**src/rtl/axis_frame_gen_pkg.sv**
```systemverilog
// Shared types, LFSR constants and the LFSR step function for the
// AXI-Stream frame generator.
package axis_frame_gen_pkg;

  typedef enum logic [1:0] {
    MODE_COUNTER = 2'd0,
    MODE_LFSR    = 2'd1,
    MODE_FIXED   = 2'd2,
    MODE_RSVD    = 2'd3
  } mode_e;

  typedef enum logic [1:0] {
    ST_IDLE = 2'd0,
    ST_SEND = 2'd1,
    ST_GAP  = 2'd2
  } state_e;

  // Taps of x^32 + x^22 + x^2 + x + 1; the x^32 term is the shifted-out bit.
  localparam logic [31:0] LFSR_POLY = 32'h0040_0007;
  localparam logic [31:0] LFSR_SEED = 32'h0000_0001;

  function automatic logic [31:0] lfsr_next(input logic [31:0] state);
    return {state[30:0], 1'b0} ^ (state[31] ? LFSR_POLY : 32'h0);
  endfunction

endpackage

```
**src/rtl/axis_gen_lfsr.sv**
```systemverilog
// 32-bit Galois LFSR with synchronous load and step enable; exposes only
// the low OUT_WIDTH bits used as the data pattern.
module axis_gen_lfsr
  import axis_frame_gen_pkg::*;
#(
  parameter int OUT_WIDTH = 8
) (
  input  logic                 clk,
  input  logic                 rstn,
  input  logic                 load,
  input  logic                 en,
  input  logic [31:0]          seed,
  output logic [OUT_WIDTH-1:0] pattern
);

  logic [31:0] state_q;
  logic [31:0] state_d;

  always_comb begin
    state_d = state_q;
    if (load) begin
      state_d = seed;
    end else if (en) begin
      state_d = lfsr_next(state_q);
    end
  end

  always_ff @(posedge clk) begin
    if (!rstn) begin
      state_q <= LFSR_SEED;
    end else begin
      state_q <= state_d;
    end
  end

  assign pattern = state_q[OUT_WIDTH-1:0];

endmodule

```
**src/rtl/axis_frame_gen.sv**
```systemverilog
// Runtime-configurable AXI-Stream master: emits runs of frames with a
// programmable length, gap, last-beat keep and counter/LFSR/fixed pattern.
module axis_frame_gen
  import axis_frame_gen_pkg::*;
#(
  parameter int DATA_WIDTH = 32,
  parameter int CNTR_WIDTH = 8,
  parameter int LEN_WIDTH  = 16,
  parameter int NUM_WIDTH  = 16,
  parameter int GAP_WIDTH  = 8,
  // Only bits above CNTR_WIDTH reach tdata; the low bits carry the pattern.
  parameter logic [DATA_WIDTH-1:0] FIXED_DATA = '1
) (
  input  logic                    clk,
  input  logic                    rstn,
  input  logic                    start,
  input  logic                    stop,
  input  logic [NUM_WIDTH-1:0]    cfg_num_frames,
  input  logic [LEN_WIDTH-1:0]    cfg_frame_len,
  input  logic [GAP_WIDTH-1:0]    cfg_gap,
  input  logic [DATA_WIDTH/8-1:0] cfg_last_keep,
  input  logic [1:0]              cfg_mode,
  output logic                    busy,
  output logic                    done,
  output logic [NUM_WIDTH-1:0]    frames_sent,
  output logic [DATA_WIDTH-1:0]   M_AXIS_tdata,
  output logic [DATA_WIDTH/8-1:0] M_AXIS_tkeep,
  output logic                    M_AXIS_tlast,
  output logic                    M_AXIS_tvalid,
  input  logic                    M_AXIS_tready
);

  localparam int KEEP_WIDTH = DATA_WIDTH / 8;

  if ((DATA_WIDTH % 8) != 0) begin : g_chk_data_width
    $fatal(1, "axis_frame_gen: DATA_WIDTH must be a multiple of 8");
  end
  if ((CNTR_WIDTH > DATA_WIDTH) || (CNTR_WIDTH > 32)) begin : g_chk_cntr_width
    $fatal(1, "axis_frame_gen: CNTR_WIDTH must not exceed DATA_WIDTH or 32");
  end

  state_e                 state_q, state_d;
  mode_e                  mode_q, mode_d;
  logic [LEN_WIDTH-1:0]   len_q, len_d;
  logic [NUM_WIDTH-1:0]   num_q, num_d;
  logic [GAP_WIDTH-1:0]   gap_q, gap_d;
  logic [KEEP_WIDTH-1:0]  keep_q, keep_d;
  logic [LEN_WIDTH-1:0]   beat_q, beat_d;
  logic [CNTR_WIDTH-1:0]  cnt_q, cnt_d;
  logic [GAP_WIDTH-1:0]   gap_cnt_q, gap_cnt_d;
  logic [NUM_WIDTH-1:0]   frames_q, frames_d;
  logic                   done_q, done_d;

  logic                   lfsr_load;
  logic                   lfsr_en;
  logic [CNTR_WIDTH-1:0]  lfsr_pattern;
  logic                   accept;
  logic                   beat_last;
  logic [NUM_WIDTH-1:0]   frames_inc;
  logic [CNTR_WIDTH-1:0]  pattern;

  axis_gen_lfsr #(
    .OUT_WIDTH (CNTR_WIDTH)
  ) u_lfsr (
    .clk     (clk),
    .rstn    (rstn),
    .load    (lfsr_load),
    .en      (lfsr_en),
    .seed    (LFSR_SEED),
    .pattern (lfsr_pattern)
  );

  assign accept     = (state_q == ST_SEND) && M_AXIS_tready;
  assign beat_last  = (beat_q == (len_q - LEN_WIDTH'(1)));
  assign frames_inc = (&frames_q) ? frames_q : (frames_q + NUM_WIDTH'(1));

  always_ff @(posedge clk) begin
    if (!rstn) begin
      state_q   <= ST_IDLE;
      mode_q    <= MODE_COUNTER;
      len_q     <= LEN_WIDTH'(1);
      num_q     <= '0;
      gap_q     <= '0;
      keep_q    <= '1;
      beat_q    <= '0;
      cnt_q     <= '0;
      gap_cnt_q <= '0;
      frames_q  <= '0;
      done_q    <= 1'b0;
    end else begin
      state_q   <= state_d;
      mode_q    <= mode_d;
      len_q     <= len_d;
      num_q     <= num_d;
      gap_q     <= gap_d;
      keep_q    <= keep_d;
      beat_q    <= beat_d;
      cnt_q     <= cnt_d;
      gap_cnt_q <= gap_cnt_d;
      frames_q  <= frames_d;
      done_q    <= done_d;
    end
  end

  always_comb begin
    state_d   = state_q;
    mode_d    = mode_q;
    len_d     = len_q;
    num_d     = num_q;
    gap_d     = gap_q;
    keep_d    = keep_q;
    beat_d    = beat_q;
    cnt_d     = cnt_q;
    gap_cnt_d = gap_cnt_q;
    frames_d  = frames_q;
    done_d    = 1'b0;
    lfsr_load = 1'b0;
    lfsr_en   = 1'b0;

    case (state_q)
      ST_IDLE: begin
        if (start) begin
          state_d   = ST_SEND;
          mode_d    = (cfg_mode == MODE_RSVD) ? MODE_COUNTER : mode_e'(cfg_mode);
          len_d     = (cfg_frame_len == '0) ? LEN_WIDTH'(1) : cfg_frame_len;
          num_d     = cfg_num_frames;
          gap_d     = cfg_gap;
          keep_d    = cfg_last_keep;
          beat_d    = '0;
          cnt_d     = '0;
          frames_d  = '0;
          lfsr_load = 1'b1;
        end
      end

      ST_SEND: begin
        if (accept) begin
          lfsr_en = 1'b1;
          if (beat_last) begin
            beat_d   = '0;
            cnt_d    = '0;
            frames_d = frames_inc;
            if (stop || ((num_q != '0) && (frames_inc == num_q))) begin
              state_d = ST_IDLE;
              done_d  = 1'b1;
            end else if (gap_q != '0) begin
              state_d   = ST_GAP;
              gap_cnt_d = gap_q;
            end
          end else begin
            beat_d = beat_q + LEN_WIDTH'(1);
            cnt_d  = cnt_q + CNTR_WIDTH'(1);
          end
        end
      end

      ST_GAP: begin
        // Counter holds the idle cycles still owed, including the current one.
        if (stop) begin
          state_d = ST_IDLE;
          done_d  = 1'b1;
        end else if (gap_cnt_q <= GAP_WIDTH'(1)) begin
          state_d = ST_SEND;
        end else begin
          gap_cnt_d = gap_cnt_q - GAP_WIDTH'(1);
        end
      end

      default: begin
        state_d = ST_IDLE;
      end
    endcase
  end

  always_comb begin
    case (mode_q)
      MODE_COUNTER: pattern = cnt_q;
      MODE_LFSR:    pattern = lfsr_pattern;
      default:      pattern = '0;
    endcase

    M_AXIS_tdata                 = FIXED_DATA;
    M_AXIS_tdata[CNTR_WIDTH-1:0] = pattern;
    M_AXIS_tvalid                = (state_q == ST_SEND);
    M_AXIS_tlast                 = (state_q == ST_SEND) && beat_last;
    M_AXIS_tkeep                 = M_AXIS_tlast ? keep_q : {KEEP_WIDTH{1'b1}};
    busy                         = (state_q != ST_IDLE);
  end

  assign done        = done_q;
  assign frames_sent = frames_q;

endmodule

```
**config.mk**
```make
export PLATFORM = sky130hd
export DESIGN_NAME = axis_frame_gen
export DESIGN_NICKNAME = d
export VERILOG_FILES = /design/src/rtl/axis_frame_gen_pkg.sv /design/src/rtl/axis_gen_lfsr.sv /design/src/rtl/axis_frame_gen.sv
export SDC_FILE = /design/constraint.sdc
export NUM_CORES = 1
export LEC_CHECK = 0
export BUFFER_PORTS_ARGS = -buffer_cell sky130_fd_sc_hd__buf_2
export CAP_MARGIN = 20
export CORE_ASPECT_RATIO = 1.75
export CORE_UTILIZATION = 30
export CTS_CLUSTER_DIAMETER = 80
export DETAILED_ROUTE_END_ITERATION = 10
export PLACE_DENSITY = 0.49
export SLEW_MARGIN = 20
export SYNTH_ARGS = -nofsm -noshare
export SYNTH_HDL_FRONTEND = slang
export SYNTH_SLANG_ARGS = --single-unit
export TNS_END_PERCENT = 5
```
**constraint.sdc**
```tcl
create_clock -name clk -period 9.3 [get_ports clk]
set_clock_uncertainty 0.15 [all_clocks]
set_input_delay 2.325 -clock clk [delete_from_list [all_inputs] [get_ports clk]]
set_output_delay 2.325 -clock clk [all_outputs]
set_load 0.05 [all_outputs]
```
; ---- Word level (Yosys, flattened, before mapping)
; Index checks and enable logic that the tools add are counted.
[totals]
register_bits = 129
inputBits = 51
out_inout_bits = 56
wordCells = 95
[op_classes]
addsub = 5
magnitude_cmp = 1
eq_ne = 15
mux = 41
bitwise = 2
n_reduce_logical = 19
[ops]
columns = op, count
row1 = 16-bit 2-to-1 mux, 7
row2 = 8-bit 2-to-1 mux, 9
row3 = 16-bit one-hot mux with 2 select lines, 2
row4 = 8-bit one-hot mux with 2 select lines, 3
row5 = 16-bit by 1-bit adder with 16-bit output (second input constant), 2
row6 = 16-bit == test, 2
row7 = 32-bit bitwise XOR, 1
row8 = 23-bit 2-to-1 mux, 1
row9 = 16-bit zero test, 1
row10 = 2-bit 2-to-1 mux, 8
row11 = 16-bit AND reduction, 1
row12 = 16-bit nonzero test, 1
row13 = 16-bit by 1-bit subtractor with 16-bit output (second input constant), 1
row14 = 8-bit by 1-bit adder with 8-bit output (second input constant), 1
row15 = 8-bit by 1-bit less-or-equal comparator with 1-bit output (second input constant), 1
row16 = 1-bit 2-to-1 mux, 8
row17 = 2-bit != test (second input constant), 4
row18 = 8-bit nonzero test, 1
row19 = 8-bit by 1-bit subtractor with 8-bit output (second input constant), 1
row20 = 7-bit AND reduction, 1
row21 = 2-bit by 1-bit != test with 1-bit output (second input constant), 3
row22 = 2-bit one-hot mux with 3 select lines, 1
row23 = 2-bit nonzero test, 3
row24 = 5-bit AND reduction, 1
row25 = 14 further kinds, 19

; ---- Logic depth before layout (Yosys ltp)
; Gate-level depths: netlist (run 1).
[depth]
ltp_word = 9
ltp_mapped = 13
depth_no_buf = 11

; ---- By module
; Synthesis (run 1) repeated with hierarchy kept, for this count alone.
[unflattened]
hier_cells = 926
area_unflattened_um2 = 7607.3
[by_module_without_submodules]
columns = module, instances, cells_per_inst, area_each_um2, seq_area_each_um2
row1 = axis_frame_gen, 1, 769, 5958.2, 1941.9
row2 = axis_gen_lfsr, 1, 157, 1649.1, 640.6

; ---- Worst setup path before layout (run 1)
; Ideal clock, no wire load.
[synth_path]
path_kind = register to output
from = reg len_q[0]
to = out M_AXIS_tkeep[0]
t_arrival_ns = 4.376
required_time_ns = 6.825
slack_ns = 2.449
path_stages_with_launch = 9
n_path_buf = 0
path_cell_list = dfxtp_1 inv_1 ha_1 nor4b_1 or2b_1 o31ai_1 nand4_2 nor4_1 nand2b_1
[synth_via]
elab_chain_len = 4
[synth_rtl]
columns = item, line
row1 = from (decl), axis_frame_gen.sv:44  ; logic [LEN_WIDTH-1:0] len_q, len_d;
row2 = from (signal assigned), axis_frame_gen.sv:93  ; len_q <= len_d;
row3 = 16-bit by 1-bit subtractor with 16-bit output, axis_frame_gen.sv:74  ; assign beat_last = (beat_q == (len_q - LEN_WIDTH'(1)));
row4 = 16-bit == test, axis_frame_gen.sv:74
row5 = 1-bit logical AND, axis_frame_gen.sv:185  ; M_AXIS_tlast = (state_q == ST_SEND) && beat_last;
row6 = named net M_AXIS_tlast, axis_frame_gen.sv:28  ; output logic M_AXIS_tlast,
row7 = 4-bit 2-to-1 mux, axis_frame_gen.sv:186  ; M_AXIS_tkeep = M_AXIS_tlast ? keep_q : {KEEP_WIDTH{1'b1}};
row8 = to (decl), axis_frame_gen.sv:27  ; output logic [DATA_WIDTH/8-1:0] M_AXIS_tkeep,
; The timed path passes the listed nets, and every way through them passes these cells.

; ---- Final worst setup path (run 1)
[layout_path]
from = reg len_q[0]
to = out M_AXIS_tkeep[3]
[layout_via]
elab_chain_len = 4
[layout_rtl]
columns = item, line
row1 = 16-bit by 1-bit subtractor with 16-bit output, axis_frame_gen.sv:74
row2 = 16-bit == test, axis_frame_gen.sv:74
row3 = 1-bit logical AND, axis_frame_gen.sv:185
row4 = 4-bit 2-to-1 mux, axis_frame_gen.sv:186
; Every way passes these cells.

==> impl.org, run 1 <==
** Routing
- Via density per instance :: 4.960
- Number of nets still failing antenna checks after routing :: 0
- Total detailed-routing wirelength :: 18970 um
- Wire length per cell after detailed routing :: 16.23 um
- For this block, the via count after detailed routing is 5798.
- For this run, the detailed router's first-pass iteration total came to 4.
- DR DRC count :: 0
- For this block, the initial DRC count from the detailed router was 291.

** Synthesis
- Count of flip-flops with a built-in enable after synthesis :: 0
- Top FF cell, synth :: dfxtp_1
- Of the post-synthesis cell area, the dominant cell type holds 38.05%.
- For this run, the number of Yosys warnings is 0.
- Number of synthesized register bits :: 129
- Synthesis produced 794 cells.
- Dominant cell type by area after synthesis :: dfxtp_1
- Each instance of the synthesized netlist takes up on average 8.547 um2.
- Synth async-reset ratio :: 0%
- Unique cell type count in the Yosys netlist :: 82
- Sequential cells were found to cover 38.05% of the synthesized design area.
- Summing every instance area after synthesis gives 0.006787 mm2.
- Top cells by area in the synthesized netlist :: dfxtp_1, nand2_1, xnor2_1

** Timing
- Total negative setup slack :: 0 ps
- Max Fclk :: 158.6 MHz
- Final setup violation count :: 0
- Actual slew at the worst max-slew pin :: 1080 ps
- Slew headroom :: 27.83%
- Dividing the final minimum period by the clock period gives 67.82%.
- The routed design could run at a clock period as short as 6307 ps.
- Final Hold Vio Count :: 0
- Count of final max-slew check failures :: 0
- Setup repair after global routing left no endpoint under its margin.

** Worst setup path
- Required time at the worst-slack endpoint :: 6830 ps
- In this run the worst path has a maximum fanout of 6.
- CP startpoint kind :: register
- Slowest stage delay, CP :: 910 ps
- Worst-path cell with the longest stage delay :: nor4_2
- Data arrives at the worst endpoint at 3830 ps.
- Sequence of cells on the critical path :: inv_1, ha_1, nor4b_1, a22oi_1, nor4_2, nand4_2, nor4_2, or2b_1, buf_2
- Crit path buf inv count :: 2
- The kind of cell with the highest combined delay along the critical path is simple AND/OR/NAND/NOR gates.
- Levels on crit path :: 9
- Cell depth of the worst flop-to-flop path :: 10
- STA classifies the critical path endpoint as an output pin.
- CP most frequent cell :: nor4_2
- The critical path in this run is classified as register to output pin.

** Cells and area
- Fill cells in the final layout number 2365.
- The library cell used most frequently in the layout, excluding fill and tap cells, is dfxtp_1.
- Relative area change from synthesis to final layout :: 17.18%
- The repair_antennas step left the layout with diodes totalling 0.
- Fraction of layout cells with a size suffix above 1 :: 17.30%
- Total Nets Final :: 921
- Commonest cells after routing, fill and taps aside :: dfxtp_1, nand2_1, buf_2

** Global routing
- Across every metal layer, demand over resource in global routing totals 16.99%.
- The total overflow left after global routing is 0.
- Number of global-route vias before repair :: 5700
- Initial antenna violation count :: 0
- The first global-routing pass estimated 30220 um of wire.
- Pin count of the biggest net entering global routing :: 41

** Power and ir drop
- Total power for the finished layout comes to 1733 uW.
- Switching portion of total power :: 34.24%
- The analysis attributes to net switching a power of 593.3 uW.
- Clock network fraction of total power :: 38.2%
- Worst ir drop on vdd :: 0.1170 mV
- For this design the static power due to leakage is 0.003026 uW.
- Combinational logic burns 24.6% of the power.
- Internal power :: 1139 uW
- Sequential Power Share :: 37.2%
- Power density over cell area :: 217.9 mW/mm2

** Clocking
- Maximum count of clock buffers along a single path :: 2
- Number of clock sinks :: 129
- Clock latency reported for the late side of the worst-skew pair :: 420 ps
- Library cell used as clock root buffer :: clkbuf_16
- TritonCTS built the clock tree.
- CTS Hold Buffers Added :: 0
- In this run, CTS created clock tree buffers numbering 17.
- In this run the number of H-tree levels came out at 4.
- Buffers added to address setup during post-CTS repair amount to 0.
- After clock tree synthesis, the clock-pin slew on the worst setup and hold paths is 60 ps.
- CTS-repair resized insts :: 0

** Job
- The tool flagged a number of max-cap violations equal to 0.

** Floorplanning
- Boundary Pins :: 107
- In this run the vertical extent of the chip is 201.0 um.
- Horiz. Die Dim :: 115.7 um
- The core region is 0.02216 mm2.
- The initial utilization of the core area, before any placement, comes to 30.62%.
- After floorplanning, the core was divided into 72 placement rows.
- The floorplan step defined a die boundary enclosing 0.02325 mm2.

** Hold path
- The path class of the tightest hold or removal check is register to register.
- The worst hold path was traced through 2 stages.

** Placed design
- The congestion estimate from routability-driven global placement came to 0.8883.
- Final HPWL DP :: 13940 um
- In this run the tool buffered the top-level ports with 82 buffer cells.

** Run status
- Result of the run :: complete, no violations
==> synth_stat cells, types with 3 or more instances <==
cell type and count:
o22a_1 4, and4_1 6, a21boi_0 8, dfxtp_1 129, a22o_1 33, nor3_1 16
ha_1 10, nor3b_1 3, or3_1 6, a31oi_1 4, xnor2_1 38, and3_1 15
o21ai_0 25, o2111ai_1 3, nand2_1 105, a31o_1 3, o31ai_1 8, a211oi_1 6
nor2_1 56, nand4_1 20, nand3_1 32, inv_1 25, nor4_4 4, xor2_1 26
mux2_2 3, nor4_1 11, nand2b_1 6, clkbuf_8 3, buf_4 24, clkbuf_1 30
mux2i_1 12, a21oi_1 53, buf_2 3
==> worst reg2reg max path, cell delays in order, from the launching register on <==
cell and delay, ps:
dfxtp_1 510, ha_1 340, and3_1 470, nand4_1 360
and3_1 340, xnor2_1 130, or4_4 540, nor4_4 400
nor3_1 110, nor3_1 280, mux2_2 370
==> metal layers <==
| metal | vias to the layer above | GRT usage, % | share of wire [%] |
|---|---|---|---|
| met2 | 132 | 31.37 | 53 |
| met1 | 2711 | 18.81 | 41 |
| met5 | - | 0 | 0 |
| li1 | 2927 | - | - |
| met3 | 28 | 2.959 | 3.4 |
| met4 | 0 | 6.502 | 2.3 |
==> cells by family after synthesis <==
kind of cell,count (synthesis),synth area share [%]
flip-flops,129,38.05
buffers and inverters,89,6.877
XOR/XNOR,65,8.591
adder cells (fa/ha/maj),10,1.844
multiplexers,15,2.268
AO/OA/AOI/OAI,182,19.10
other,1,0.05526
AND/OR/NAND/NOR,303,23.21
==> path summary, 6_finish.rpt <==
kind                      start            endpoint  slack [ps]
min reg2reg  u_lfsr.state_q[23]  u_lfsr.state_q[24]         300
max reg2reg      frames_sent[0]          state_q[0]        5200
max                    len_q[0]     M_AXIS_tkeep[3]        2990
min          u_lfsr.state_q[23]  u_lfsr.state_q[24]         300
==> power groups by stage <==
stage	sequential, uW	clock (uW)	combinational (uW)
after detailed placement	657	0	428
after global routing	651	698	467
after floorplan	638	0	325
after CTS	645	677	431
final	645	662	426
after global placement	656	0	424
==> registers in the layout, summed over array words and instances, names as in the netlist <==
name and cells:
keep_q 4, state_q 2, cnt_q 8, len_q 16, u_lfsr.state_q 32, beat_q 16, done 1, mode_q 2
gap_cnt_q 8, gap_q 8, num_q 16, frames_sent 16
==> metrics by stage <==
step	hold WS [ps]	worst slack, ps	area, um2	utilization (%)	std cells
after floorplan	282.1	2449	6873	-	817
final	300.7	2993	7953	35.89	1169
after CTS	304.5	2955	7950	35.87	1169
after detailed placement	295.2	3418	7370	33.25	1137
after global routing	325.5	2741	7953	35.89	1169
after global placement	287.7	3526	7342	33.13	1136
==> cell type report <==
type	count	area, um2	share of cell area (%)
Clock buffer	19	442.9	5.570
Clock inverter	13	137.6	1.731
Inverter	26	97.59	1.227
Multi-Input combinational cell	599	3854	48.46
Sequential cell	129	2582	32.47
Tap cell	296	370.4	4.657
Timing Repair Buffer	87	467.9	5.884
Power figures use the tool's default switching activity.
==> run 2: changes to the inputs <==
- PLACE_DENSITY: 0.49 -> 0.5
- clock period: 9.3 -> 5.68 ns (I/O delays scaled with it)
==> impl.org, run 2 (synthesis gave the netlist of run 1 again) <==
** Cells and area
- The library cell used most frequently in the layout, excluding fill and tap cells, is dfxtp_1.
- Sequential Area :: 0.002582 mm2 (unchanged)
- Multi-input logic area :: 0.003854 mm2 (unchanged)
- The fill cell total of the finished layout is 2401 (+1.5%).
- Commonest cells after routing, fill and taps aside :: dfxtp_1, nand2_1, buf_2
- More flip-flops sit in one register than any other, and that register is u_lfsr.state_q.
- The final standard cell utilization of the core was 35.98% (+0.096 points).
- The proportion of layout cells with a drive suffix above 1 is 17.07% (-0.23 points).
- The post-layout instance count excluding filler cells is 1170 (+0.086%).
- The number of flip-flops in the largest register came to 32 (unchanged).
- The number of nets in the finished design is 923 (+0.22%).
- The area growth from synthesis to layout is 17.50%.
- The total non-filler cell area in the finished layout was 0.007974 mm2 (+0.27%).

** Run status
- Result of the run :: complete, no violations

** Power and ir drop
- The internal power summed over all cells is 1899 uW (+67%).
- The peak ir drop on the vdd network was 0.2152 mV (+84%).
- Sequential Power Share :: 37.1% (about the same)
- LEAKAGE :: 0.003058 uW (+1.1%)
- Clock network fraction of total power :: 37.9% (-0.3 points)
- The combinational group share of total power is 24.9% (+0.3 points).
- The net switching power came to 938.3 uW (+58%).
- Switching portion of total power :: 33.07% (-1.2 points)
- Power density over cell area :: 355.8 mW/mm2 (+63%)

** Worst setup path
- Slowest stage delay, CP :: 540 ps (-370 ps)
- The worst setup path is captured at an output pin.
- Reg-to-reg setup timing slack :: 1670 ps (-3530 ps)
- The startpoint identified for the worst register-to-register timing path is frames_sent[0].
- By startpoint and endpoint, the worst setup path is classified as register to output pin.
- Broken down by cell family, the worst path's largest delay share belongs to simple AND/OR/NAND/NOR gates.
- Worst-path cell with the longest stage delay :: nor4b_1
- The signal on the critical path passes through inv_1, ha_1, nor4b_1, or2b_1, o31ai_1, nand4_2, nor4_2, buf_4, or2b_1, buf_2.
- The worst register-to-register path ends at gap_cnt_q[2].
- Required time at the worst-slack endpoint :: 4110 ps (-2720 ps)
- The worst setup path is launched from a register.
- The most numerous cell type found on the critical path is or2b_1.
- The peak fanout along the critical path was 6 (unchanged).
- The depth of the worst register-to-register path came to 10 (unchanged).
- The data arrival time at the worst-slack endpoint was 3300 ps (-530 ps).
- Crit path buf inv count :: 3 (+1)

** Placed design
- The half-perimeter wire length after detailed placement was 13900 um (-0.30%).
- Worst slack at placement :: 1235 ps (-2183 ps)
- Placer's final routability congestion estimate :: 0.8362 (-5.9%)
- The cell total after placement was 1138 (+0.088%).
- The count of input and output buffers is 82 (unchanged).
- The placed standard-cell area is 0.007377 mm2 (+0.10%).

** Floorplanning
- The cell row count is 72 (unchanged).
- Total Die Area :: 0.02325 mm2 (unchanged)
- Core region area :: 0.02216 mm2 (unchanged)
- The die outline width came to 115.7 um (unchanged).
- Initial core utilization :: 30.62% (unchanged)
- Boundary Pins :: 107 (unchanged)
- Chip height :: 201.0 um (unchanged)

** Clocking
- CTS Hold Buffers Added :: 0 (unchanged)
- The number of instances resized during post-cts repair was 0 (unchanged).
- CTS tree :: built
- Inserted Clock Buffers :: 17 (unchanged)
- The number of buffers inserted to repair setup after CTS was 0 (unchanged).
- Number of clock sinks :: 129 (unchanged)
- The cell sitting at the root of the clock tree is a clkbuf_16.
- Clock latency reported for the late side of the worst-skew pair :: 430 ps (about the same)
- Reg clk slew, reported paths :: 60 ps (about the same)
- The H-tree level count came to 4 (unchanged).
- Maximum count of clock buffers along a single path :: 2 (unchanged)

** Global routing
- The met2 track utilization from global routing came to 30.54% (-0.83 points).
- The via count of the first global-routing pass came to 5802 (+1.8%).
- Gr usage total :: 17.21% (+0.22 points)
- Global-route layer with the greatest usage :: met2
- The met3 track utilization from global routing is 3.955% (+1.0 points).
- The number of antenna violations at the first check in global routing is 1 (+1).
- Global routing met1 resource utilization :: 18.30% (-0.51 points)
- Overflow left after global routing :: 0 (unchanged)
- The wire length of the first global-routing pass is 30130 um (-0.30%).
- The pin count of the biggest net entering global routing was 41 (unchanged).

** Hold path
- Start point of the worst min-delay path :: u_lfsr.state_q[24]
- The number of instances on the worst hold path is 2 (unchanged).
- Type of the worst min-delay path :: register to register
- Hold worst-path end :: u_lfsr.state_q[25]

** Routing
- DR DRC count :: 0 (unchanged)
- The post-route antenna net violation count is 0 (unchanged).
- The wire length per cell was 16.28 um (+0.32%).
- The final wirelength is 19050 um (+0.41%).
- First-pass iteration count of the detailed router :: 4 (unchanged)
- Via density per instance :: 5.045 (+1.7%)
- Via Count :: 5903 (+1.8%)
- DRT iter0 DRCs :: 343 (+18%)

** Timing
- Actual slew at the worst max-slew pin :: 974.9 ps (-105.1 ps)
- RSZ-0062 raised after global routing :: false
- Slew headroom :: 34.85% (+7.0 points)
- Max Fclk :: 205.2 MHz
- Count of final max-slew check failures :: 0 (unchanged)
- Final Hold Vio Count :: 0 (unchanged)
- Final Worst Setup Slack :: 807.2 ps (-2186 ps)
- Dividing the final minimum period by the clock period gives 85.79%.
- The final setup TNS was 0 ps (unchanged).
- Time the worst path needs with I/O delays and setup :: 4873 ps
- The final count of negative-setup-slack endpoints was 0 (unchanged).

** Job
- Reported max-cap violation count :: 0 (unchanged)
## run 2: stage by stage
stage                     hold WS, ps  total power (uW)
after floorplan                 282.1              1578
after global placement          287.4              1774
after detailed placement        295.1              1780
after CTS                       303.6              2866
after global routing            315.7              2978
final                           297.4              2837
## run 2: worst max-delay path by stage
stage	to	cells after the start	startpoint
after detailed placement	M_AXIS_tkeep[3]	10	len_q[0]
after global placement	M_AXIS_tkeep[3]	10	len_q[0]
after global routing	M_AXIS_tkeep[3]	10	len_q[0]
after floorplan	M_AXIS_tkeep[0]	8	len_q[0]
after CTS	M_AXIS_tkeep[3]	10	len_q[0]
final	M_AXIS_tkeep[3]	10	len_q[0]
## run 2: power groups by stage
stage / Combinational, uW / Sequential, uW / Clock, uW
final: 707 / 1050 / 1080
after global routing: 774 / 1070 / 1140
after CTS: 709 / 1050 / 1100
after detailed placement: 706 / 1070 / 0
after global placement: 700 / 1070 / 0
after floorplan: 534 / 1040 / 0
## run 2: cell type report
cell class                      instances  share of cell area [%]
Multi-Input combinational cell        599                   48.33
Sequential cell                       129                   32.39
Timing Repair Buffer                   89                   6.214
Clock buffer                           24                   6.167
Tap cell                              296                   4.645
Inverter                               26                   1.224
Clock inverter                          6                   1.004
Antenna cell                            1                 0.03138
## run 2: metal layers
| layer | wire length, um | share of wire (%) |
|---|---|---|
| met2 | 9962 | 52 |
| met3 | 894 | 4.7 |
| met4 | 711 | 3.7 |
| met1 | 7468 | 39 |
| met5 | 8 | 0.042 |
## run 2: tightest hold or removal path, delay by kind of cell (launching register included)
| family | cells | cell delay, ps |
|---|---|---|
| AO/OA/AOI/OAI | 1 | 50 |
| AND/OR/NAND/NOR | 1 | 50 |
| flip-flops | 1 | 310 |
